### src/rtl/otter_pkg.sv
// Shared OTTER control definitions: FSM state encoding and RV32I major opcodes.
// Used by both the control unit and the decoder.
package otter_pkg;

  typedef enum logic [2:0] {
    ST_INIT  = 3'd0,
    ST_FETCH = 3'd1,
    ST_EXEC  = 3'd2,
    ST_WB    = 3'd3,
    ST_INTR  = 3'd4
  } state_t;

  localparam logic [6:0] LOAD   = 7'b0000011;
  localparam logic [6:0] STORE  = 7'b0100011;
  localparam logic [6:0] BRANCH = 7'b1100011;
  localparam logic [6:0] OP     = 7'b0110011;
  localparam logic [6:0] OP_IMM = 7'b0010011;
  localparam logic [6:0] LUI    = 7'b0110111;
  localparam logic [6:0] AUIPC  = 7'b0010111;
  localparam logic [6:0] JAL    = 7'b1101111;
  localparam logic [6:0] JALR   = 7'b1100111;
  localparam logic [6:0] SYS    = 7'b1110011;

  localparam logic [2:0] F3_MRET   = 3'b000;
  localparam logic [2:0] F3_CSRRW  = 3'b001;
  localparam logic [2:0] F3_CSRRS  = 3'b010;
  localparam logic [2:0] F3_CSRRC  = 3'b011;

  // Opcodes that retire in EXEC by writing a result into the register file.
  function automatic logic isRegWriteOp(input logic [6:0] opcode);
    return (opcode == OP) || (opcode == OP_IMM) || (opcode == LUI) ||
           (opcode == AUIPC) || (opcode == JAL) || (opcode == JALR);
  endfunction

endpackage

### src/rtl/instret_counter.sv
// 32-bit retired-instruction counter; wraps naturally, synchronous clear
// has priority over increment.
module instret_counter (
  input  logic        clk,
  input  logic        rst,
  input  logic        inc,
  output logic [31:0] count
);

  logic [31:0] r_count;

  always_ff @(posedge clk) begin
    if (rst)
      r_count <= '0;
    else if (inc)
      r_count <= r_count + 32'd1;
  end

  assign count = r_count;

endmodule

### src/rtl/cu_fsm.sv
// OTTER multicycle control unit: sequences fetch/execute/writeback and
// interrupt entry, and counts retired instructions.
module cu_fsm
  import otter_pkg::*;
(
  input  logic        FSM_clk,
  input  logic        FSM_rst,
  input  logic [6:0]  FSM_ir_opcode,
  input  logic [2:0]  FSM_ir_funct,
  input  logic        FSM_intr,
  output logic        FSM_pc_write,
  output logic        FSM_reg_write,
  output logic        FSM_mem_rden1,
  output logic        FSM_mem_rden2,
  output logic        FSM_mem_we2,
  output logic        FSM_csr_we,
  output logic        FSM_int_taken,
  output logic        FSM_mret_exec,
  output logic        FSM_reset,
  output logic [31:0] FSM_instret,
  output logic [2:0]  FSM_state
);

  state_t r_state;
  state_t w_nextState;
  logic   w_inc;

  always_ff @(posedge FSM_clk) begin
    if (FSM_rst)
      r_state <= ST_INIT;
    else
      r_state <= w_nextState;
  end

  // The interrupt line is only looked at on the edge that retires an instruction.
  always_comb begin
    FSM_pc_write  = 1'b0;
    FSM_reg_write = 1'b0;
    FSM_mem_rden1 = 1'b0;
    FSM_mem_rden2 = 1'b0;
    FSM_mem_we2   = 1'b0;
    FSM_csr_we    = 1'b0;
    FSM_int_taken = 1'b0;
    FSM_mret_exec = 1'b0;
    FSM_reset     = 1'b0;
    w_nextState   = ST_INIT;

    case (r_state)
      ST_INIT: begin
        FSM_reset   = 1'b1;
        w_nextState = ST_FETCH;
      end

      ST_FETCH: begin
        FSM_mem_rden1 = 1'b1;
        w_nextState   = ST_EXEC;
      end

      ST_EXEC: begin
        if (FSM_ir_opcode == LOAD) begin
          FSM_mem_rden2 = 1'b1;
          w_nextState   = ST_WB;
        end else begin
          FSM_pc_write = 1'b1;
          w_nextState  = FSM_intr ? ST_INTR : ST_FETCH;
          if (FSM_ir_opcode == STORE) begin
            FSM_mem_we2 = 1'b1;
          end else if (isRegWriteOp(FSM_ir_opcode)) begin
            FSM_reg_write = 1'b1;
          end else if (FSM_ir_opcode == SYS) begin
            if (FSM_ir_funct == F3_MRET) begin
              FSM_mret_exec = 1'b1;
            end else if ((FSM_ir_funct == F3_CSRRW) || (FSM_ir_funct == F3_CSRRS) ||
                         (FSM_ir_funct == F3_CSRRC)) begin
              FSM_csr_we    = 1'b1;
              FSM_reg_write = 1'b1;
            end
          end
        end
      end

      ST_WB: begin
        FSM_reg_write = 1'b1;
        FSM_pc_write  = 1'b1;
        w_nextState   = FSM_intr ? ST_INTR : ST_FETCH;
      end

      ST_INTR: begin
        FSM_int_taken = 1'b1;
        FSM_pc_write  = 1'b1;
        w_nextState   = ST_FETCH;
      end

      default: w_nextState = ST_INIT;
    endcase
  end

  // The PC load in INTR redirects to the handler and retires nothing.
  assign w_inc = FSM_pc_write && (r_state != ST_INTR);

  instret_counter uInstret (
    .clk   (FSM_clk),
    .rst   (FSM_rst),
    .inc   (w_inc),
    .count (FSM_instret)
  );

  assign FSM_state = r_state;

endmodule
### config.mk
export PLATFORM = sky130hd
export DESIGN_NAME = cu_fsm
export DESIGN_NICKNAME = d
export VERILOG_FILES = /design/src/rtl/otter_pkg.sv /design/src/rtl/instret_counter.sv /design/src/rtl/cu_fsm.sv
export SDC_FILE = /design/constraint.sdc
export NUM_CORES = 1
export LEC_CHECK = 0
export CORE_MARGIN = 2
export CORE_UTILIZATION = 43
export CTS_BUF_LIST = sky130_fd_sc_hd__clkbuf_2 sky130_fd_sc_hd__clkbuf_4 sky130_fd_sc_hd__clkbuf_8
export DETAILED_ROUTE_END_ITERATION = 6
export PLACE_DENSITY_LB_ADDON = 0.05
export SLEW_MARGIN = 5
export SYNTH_ARGS = -nofsm -noshare
export SYNTH_HDL_FRONTEND = slang
export SYNTH_SLANG_ARGS = --single-unit
### constraint.sdc
create_clock -name FSM_clk -period 1.9 [get_ports FSM_clk]
set_input_delay 0.19 -clock FSM_clk [delete_from_list [all_inputs] [get_ports FSM_clk]]
set_output_delay 0.19 -clock FSM_clk [all_outputs]
set_load 0.02 [all_outputs]
Word-level counts from Yosys, hierarchy flattened

Cells that the tools add are included.

Bits in registers: 35
Output and inout port bits: 44

Add/subtract/negate cells: 1
Equality and inequality tests: 17
Multiplexer cells: 30
Reduce and logical (&&, ||, !) cells: 12

Operator list:

| cell                  | count |
|---|---|
| $add 32x1->32 const B | 1 |
| $mux 1                | 25 |
| $eq 7x6->1 const B    | 3 |
| $eq 7x7->1 const B    | 3 |
| $eq 7x5->1 const B    | 2 |
| $eq 3x2->1 const B    | 4 |
| $pmux 3 s4            | 1 |
| $eq 7x2->1 const B    | 1 |
| $logic_or 1x1->1      | 7 |
| $eq 3x1->1 const B    | 2 |
| $logic_not 3->1       | 2 |
| $mux 3                | 2 |
| $pmux 1 s2            | 2 |
| $reduce_or 2->1       | 2 |
| $eq 3x3->1 const B    | 1 |
| $ne 3x3->1 const B    | 1 |
| $logic_and 1x1->1     | 1 |

Depth between registers and ports, before layout

Gate-level depths: netlist (run 1).

Depth in word-level cells: 10
Mapped depth: 7

By module

Synthesis (run 1) repeated with hierarchy kept, for this count alone.

Cell total of the unflattened synthesis: 214
Area total of the unflattened synthesis: 1845.5 um^2

By module, submodules not included:

| module          | times used | cells an instance | area each (um^2) | sequential area each (um^2) |
|---|---|---|---|---|
| instret_counter | 1          | 181               | 1564.0           | 640.6 |
| cu_fsm          | 1          | 33                | 281.5            | 60.1 |

Worst setup path before layout (run 1)

OpenSTA, ideal clock, no wires.

Kind: reg-to-reg
Start point: register uInstret.r_count[14], in the netlist uInstret.count[14]
End point: register uInstret.r_count[31], in the netlist uInstret.count[31]
Setup time: 70 ps
Data arrival time: 1952 ps
Data required time: 1830 ps
Slack: -122 ps
Cell stages (with the launch flop): 6
Buffers on the path: 0
Clock period less this slack: 2022 ps
Path through: dfxtp_1 and3_4 nand3_4 or4_4 or4_1 a21oi_1

Cells in the longest elaborated chain, start to end: 1

Ends and longest elaborated chain:

| what                   | RTL line              | source |
|---|---|---|
| start, declared        | instret_counter.sv:10 | `logic [31:0] r_count;` |
| start signal, assigned | instret_counter.sv:16 | `r_count <= r_count + 32'd1;` |
| $add 32x1->32          | instret_counter.sv:16 |  |

Every way passes these cells.
A chain may end at the register's enable or synchronous reset.

Worst setup path in the final report (run 1)

Start point: register uInstret.r_count[16], in the netlist uInstret.count[16]
End point: register uInstret.r_count[31], in the netlist uInstret.count[31]

The elaborated chain is that of the path after synthesis.

==> results of run 1 <==
power groups by stage:
stage	logic [mW]	registers [mW]	clock network, mW
after detailed placement	0.166	0.762	0
after global placement	0.165	0.762	0
after global routing	0.179	0.746	0.699
after floorplan	0.0572	0.776	0
after CTS	0.165	0.745	0.668
final	0.168	0.745	0.658
cells by family (layout without fill, tap and decap cells):
family          Yosys count  in the layout  share of synthesized area, %
compound gates           34             34                          10.8
xor+xnor                 18             18                          9.05
fa+ha+maj                 1              1                         0.718
buf+inv                  14            113                          3.09
flops                    35             35                          40.2
simple gates            111            111                          36.1
layout make-up:
cell class	instances	area [um^2]
multi-input cells	164	1030
well taps	50	62.6
flip-flops and latches	35	717
fillers	320	1140
repair buffers	99	862
inverters	7	26.3
clock buffers	6	76.3
clock inverters	1	30.0
metrics by stage:
| stage | setup TNS [ns] | setup slack (ns) | util (%) | hold WS (ns) | instances |
|---|---|---|---|---|---|
| 2_1_floorplan | 0 | 0.000471 | - | 0.333 | 213 |
| 3_3_place_gp | -4.05 | -0.316 | 66.7 | 0.471 | 349 |
| 3_5_place_dp | -4.79 | -0.344 | 66.7 | 0.479 | 349 |
| 4_1_cts | 0 | 0.00187 | 69.5 | 0.469 | 356 |
| 5_1_grt | -0.0412 | -0.0229 | 71.1 | 0.501 | 362 |
| 6_report | 0 | 0.0442 | 71.1 | 0.468 | 362 |
sequential cells by signal (all words and copies together), names as in the netlist:
name,cells
FSM_state,3
uInstret.count,32
worst min-delay path: cells and delay by family:
kind,cells,cell delay [ns]
buffers and inverters,2,0.48
and+or+nand+nor,1,0.05
path summary, 6_finish.rpt:
path / startpoint / to / slack (ns)
hold / removal: FSM_intr / FSM_state[2] / 0.47
hold reg to reg: uInstret.count[27] / uInstret.count[27] / 0.50
setup reg to reg: uInstret.count[16] / uInstret.count[31] / 0.04
setup / recovery: uInstret.count[16] / uInstret.count[31] / 0.04
cell usage after synthesis:
cell,n,share of area [%]
a211oi_1,1,0.43
a21o_1,1,0.43
a21oi_1,17,4.9
a311oi_1,1,0.50
and2_1,1,0.36
and3_1,3,1.1
and3_2,2,0.86
and3_4,1,0.65
and3b_1,1,0.50
and4_1,2,1.0
and4bb_2,1,0.72
buf_1,1,0.22
buf_2,1,0.29
clkbuf_1,5,1.1
dfxtp_1,35,40
ha_1,1,0.72
inv_1,7,1.5
nand2_1,14,3.0
nand2b_1,4,1.4
nand3_1,12,3.4
nand3_4,1,1.0
nand4_1,15,5.4
nand4b_1,2,1.0
nor2_1,26,5.6
nor2b_1,3,1.1
nor3_1,5,1.4
nor3_2,2,1.1
nor4_1,3,1.1
o21ai_0,10,2.9
o31ai_1,4,1.7
or3_1,8,2.9
or4_1,4,1.7
or4_4,1,0.65
xnor2_1,5,2.5
xor2_1,13,6.5
layout by cell type, fill, tap and decap left out, types with 3 or more instances in the layout:
cell,n
or4_1,4
dfxtp_2,13
or3_1,8
dfxtp_1,22
o31ai_1,4
a21oi_1,16
xnor2_1,5
o21ai_0,10
clkbuf_2,3
nand2_1,13
clkdlybuf4s50_1,48
xor2_1,13
buf_4,43
inv_1,7
nand3_1,10
and3_1,3
nor2_1,26
nand2b_1,3
nor3_1,5
clkbuf_8,5
nand4_1,15
metal layers:
layer	track usage [%]	routed length [um]
met3	5.67	230
met2	35.2	2270
met4	6.63	27
met1	26.1	2170
met5	0	0
timing repair:
item | CTS | global route
setup endpoints to repair | 8 | 15
resized for setup | 13 | 20
setup buffers | 0 | 6
pin swaps | 1 | 7
==> key figures, run 1 <==
Status
  – Status: complete, no violations

Detailed routing
  – Vias: 1865
  – Detailed-route wire length per cell: 13.0 um
  – DRT Pass-1 Iters: 4
  – DRC Markers: 0
  – DR vias/cell: 5.15
  – Post-Route WL: 4710 um
  – Initial DRC Count: 116
  – Post-route antenna net violation count: 0

Setup path
  – Crit path cell chain: and3_4 -> nand3_4 -> or4_4 -> or4_1 -> a21oi_2
  – Critical Path Fanout Max: 5
  – Crit start category: flop
  – Critical path endpoint category: flop
  – Family with the most delay on the worst path: simple AND/OR/NAND/NOR gates
  – Worst EP required: 2.11 ns
  – Data arrival, critical path: 2.07 ns
  – Critical-path top delay cell: or4_4
  – Buf/Inv on CP: 0
  – Critical path depth: 5
  – CP max stage delay: 0.52 ns
  – Worst setup path category: reg2reg
  – R2r worst-path depth: 5

Floorplanning
  – FP Rows: 23
  – Die Span Y: 67.6 um
  – Die X: 67.6 um
  – Core ar.: 0.00394 mm^2
  – Die footprint: 0.00458 mm^2
  – Io pins: 57
  – Initial Util: 44.2%

Synth
  – Synthesized Nets: 227
  – Post-Syn Area: 0.00174 mm^2
  – Synth Instances: 213
  – Sequential area share after synthesis: 40.2%
  – Syn_area_per_cell: 8.18 um^2
  – Register bit total from synthesis: 35
  – Distinct cells, synth: 35
  – Number of synthesis warnings: 0

STA
  – Slew Limit Headroom: 74.7%
  – Fmax: 0.539 GHz
  – Final Hold Fails: 0
  – Fin crit share: 97.7%
  – Fin Clk Skew: 0.00843 ns
  – Worst slew pin tran: 0.379 ns
  – Final Setup Violations: 0
  – RSZ-0062 raised after global routing: yes
  – Pins Over Slew Limit: 0
  – Minimum clock period: 1.86 ns

CTS
  – CTS Root Cell: clkbuf_8
  – H-tree depth: 2
  – CTS Buf Count: 5
  – Clk buf depth: 2
  – Hold-fix buffers at CTS: 0
  – Clock transition at the registers of the reported paths: 0.07 ns
  – Clock latency on the worst-skew pair: 0.28 ns
  – CTS tree: built
  – Clock tree sinks: 35

Flow run
  – # Max-Cap Violations: 0

Placed design
  – Post-DP HPWL: 3380 um
  – Routability congestion estimate: 0.802
  – Area after DPL: 0.00263 mm^2
  – # port buffers: 56

Final layout
  – # nets final: 326
  – Layout area overhead: 60.8%
  – Design area: 0.00280 mm^2
  – Ant diodes: 0
  – Layout cell share with drive strength beyond 1: 26.9%

Global routing
  – First-pass GRT wire length: 7310 um
  – Antenna violations before repair: 0
  – Vias in the first global route: 1656
  – GRT Util Overall: 21.0%
  – Pin count of the biggest net entering global routing: 36
  – GR Overflow Total: 0

Hold path
  – Worst Hold Depth: 3
  – Hold crit path type: in2reg

Pwr
  – Power Total: 1.57 mW
  – Comb pwr share: 10.7%
  – Sw Share: 22.1%
  – Worst IR Drop VDD: 0.495 mV
  – Clk pwr share: 41.9%
  – Register share of total power: 47.5%
  – Net load switching power: 0.347 mW
  – Leakage: 1.07 nW
  – Int Pwr: 1.22 mW
  – PwrDens: 561 mW/mm^2
Power figures use the tool's default switching activity.
==> run 2, diff against run 1 <==
- SETUP_SLACK_MARGIN: default -> 0.3
==> key figures, run 2 (same netlist as run 1, synthesis figures left out) <==
Status
  – Status: complete, no violations (unchanged)

Setup path
  – Buf/Inv on CP: 1 (was 0)
  – Crit start category: flop (unchanged)
  – Reg-to-reg setup timing slack: 0.13 ns (was 0.04 ns)
  – Family with the most delay on the worst path: simple AND/OR/NAND/NOR gates (unchanged)
  – Data arrival, critical path: 2.00 ns (was 2.07 ns)
  – Critical-path top delay cell: or4_4 (unchanged)
  – Worst EP required: 2.13 ns (was 2.11 ns)
  – R2r worst-path depth: 6 (was 5)
  – Worst setup path category: reg2reg (unchanged)
  – Critical Path Fanout Max: 3 (was 5)
  – CP max stage delay: 0.55 ns (was 0.52 ns)
  – Worst r2r src: uInstret.count[26] (was uInstret.count[16])
  – R2r endpoint: uInstret.count[30] (was uInstret.count[31])
  – Crit path cell chain: and3_4 -> nand2_2 -> or4_4 -> buf_6 -> or3_4 -> a21oi_2 (was and3_4 -> nand3_4 -> or4_4 -> or4_1 -> a21oi_2)
  – Critical path endpoint category: flop (unchanged)

Detailed routing
  – DRT Pass-1 Iters: 5 (was 4)
  – DR vias/cell: 5.44 (was 5.15)
  – Detailed-route wire length per cell: 14.4 um (was 13.0 um)
  – Post-Route WL: 5350 um (was 4710 um)
  – Vias: 2023 (was 1865)
  – DRC Markers: 0 (unchanged)
  – Initial DRC Count: 100 (was 116)
  – Post-route antenna net violation count: 0 (unchanged)

Global routing
  – Antenna violations before repair: 0 (unchanged)
  – Vias in the first global route: 1733 (was 1656)
  – First-pass GRT wire length: 7760 um (was 7310 um)
  – GR Overflow Total: 0 (unchanged)
  – Pin count of the biggest net entering global routing: 36 (unchanged)
  – GRT Util Overall: 22.0% (was 21.0%)

STA
  – Fin crit share: 93.4% (was 97.7%)
  – Pins Over Slew Limit: 0 (unchanged)
  – Final Setup Violations: 0 (unchanged)
  – Slew Limit Headroom: 73.2% (was 74.7%)
  – Fin worst setup slack: 0.126 ns (was 0.0442 ns)
  – Worst slew pin tran: 0.403 ns (was 0.379 ns)
  – Fin Clk Skew: 0.00549 ns (was 0.00843 ns)
  – Minimum clock period: 1.77 ns (was 1.86 ns)
  – RSZ-0062 raised after global routing: yes (unchanged)
  – Final Hold Fails: 0 (unchanged)
  – Fmax: 0.564 GHz (was 0.539 GHz)

Final layout
  – Commonest non-fill, non-tap cell in the layout: buf_4 (was clkdlybuf4s50_1)
  – Final core occ: 78.5% (was 71.1%)
  – Ant diodes: 0 (unchanged)
  – Design area: 0.00309 mm^2 (was 0.00280 mm^2)
  – Layout area overhead: 77.7% (was 60.8%)
  – Max reg flops: 32 (unchanged)
  – Final std cells w/o fill: 372 (was 362)
  – # nets final: 335 (was 326)
  – Layout cell share with drive strength beyond 1: 39.8% (was 26.9%)
  – Most frequent cells in the layout: 45 x buf_4, 39 x clkdlybuf4s50_1, 26 x nor2_1 (was 48 x clkdlybuf4s50_1, 43 x buf_4, 26 x nor2_1)

Pwr
  – Int Pwr: 1.32 mW (was 1.22 mW)
  – Net load switching power: 0.376 mW (was 0.347 mW)
  – Clk pwr share: 47.2% (was 41.9%)
  – Leakage: 1.19 nW (was 1.07 nW)
  – PwrDens: 549 mW/mm^2 (was 561 mW/mm^2)
  – Worst IR Drop VDD: 0.591 mV (was 0.495 mV)
  – Comb pwr share: 9.4% (was 10.7%)
  – Register share of total power: 43.4% (was 47.5%)
  – Sw Share: 22.1% (about the same)

Hold path
  – Worst Hold Depth: 3 (unchanged)
  – WHS Endpoint: FSM_state[2] (unchanged)
  – Hold Crit Start: FSM_intr (unchanged)
  – Hold crit path type: in2reg (unchanged)

Placed design
  – # port buffers: 56 (unchanged)
  – Routability congestion estimate: 0.806 (was 0.802)
  – Pre-CTS WS: -0.306 ns (was -0.344 ns)
  – Post-DP HPWL: 3160 um (was 3380 um)
  – Dpl cells: 337 (was 349)
  – Area after DPL: 0.00265 mm^2 (was 0.00263 mm^2)

CTS
  – Clock transition at the registers of the reported paths: 0.08 ns (was 0.07 ns)
  – H-tree depth: 2 (unchanged)
  – Clock latency on the worst-skew pair: 0.29 ns (was 0.28 ns)
  – Clock tree sinks: 35 (unchanged)
  – CTS Buf Count: 5 (unchanged)
  – Clk buf depth: 2 (unchanged)
  – CTS Root Cell: clkbuf_8 (unchanged)
  – CTS tree: built (unchanged)

Floorplanning
  – Die Span Y: 67.6 um (unchanged)
  – Io pins: 57 (unchanged)
  – Initial Util: 44.2% (unchanged)
  – Die X: 67.6 um (unchanged)
  – Core ar.: 0.00394 mm^2 (unchanged)
  – Die footprint: 0.00458 mm^2 (unchanged)
  – FP Rows: 23 (unchanged)

Flow run
  – # Max-Cap Violations: 0 (unchanged)
==> run 2: cell types whose count changed in the layout (fill, tap and decap cells not counted), moves of 8 or more <==
cell             before  now
dfxtp_4               0   14
buf_6                 0    8
clkdlybuf4s50_1      48   39
dfxtp_1              22    6
==> run 2: area by class of cell <==
| cell class | count | area (um^2) |
|---|---|---|
| Clock inverter | 3 | 67.6 |
| Multi-Input combinational cell | 165 | 1170 |
| Inverter | 7 | 26.3 |
| Sequential cell | 35 | 772 |
| Timing Repair Buffer | 107 | 931 |
| Fill cell | 275 | 848 |
| Clock buffer | 5 | 68.8 |
| Tap cell | 50 | 62.6 |
==> run 2: worst reg2reg max path: stages (launching register included) <==
cell,delay [ns]
dfxtp_4,0.35
and3_4,0.18
nand2_2,0.05
or4_4,0.55
buf_6,0.14
or3_4,0.32
a21oi_2,0.13
==> run 2: how the worst max path moves through the flow <==
stage	start	endpoint	cells after the start
6_report	uInstret.count[26]	uInstret.count[30]	6
5_1_grt	uInstret.count[26]	uInstret.count[30]	6
4_1_cts	uInstret.count[15]	uInstret.count[31]	5
3_5_place_dp	FSM_ir_opcode[3]	FSM_mem_rden2	6
3_3_place_gp	FSM_ir_opcode[2]	FSM_mem_rden2	6
2_1_floorplan	uInstret.count[27]	uInstret.count[31]	5
==> run 2: metal layers <==
| layer | wire, um | GRT usage, % |
|---|---|---|
| met5 | 0 | 0 |
| met4 | 35 | 7.40 |
| met3 | 307 | 4.50 |
| met2 | 2660 | 36.5 |
| met1 | 2350 | 28.3 |
==> run 2: power by group through the flow <==
stage,combinational [mW],sequential [mW],clock [mW]
after floorplan,0.0598,0.761,0
after global placement,0.150,0.754,0
after detailed placement,0.150,0.753,0
after CTS,0.149,0.736,0.808
after global routing,0.172,0.738,0.839
final,0.160,0.737,0.802
==> run 2: metrics by stage <==
step           TNS (ns)  hold slack [ns]  total power, mW
6_report              0            0.487             1.70
5_1_grt               0            0.496             1.75
4_1_cts               0            0.471             1.69
3_5_place_dp      -4.68            0.486            0.903
3_3_place_gp      -4.70            0.478            0.904
2_1_floorplan         0            0.325            0.821
==> run 2: timing repair <==
action,4_1_cts,5_1_grt
endpoints found under the hold margin,0,0
pin swaps,13,17
gates resized for setup,47,36
hold buffers,0,0
gates cloned,1,0
endpoints found under the setup margin,36,31
buffers inserted,18,8
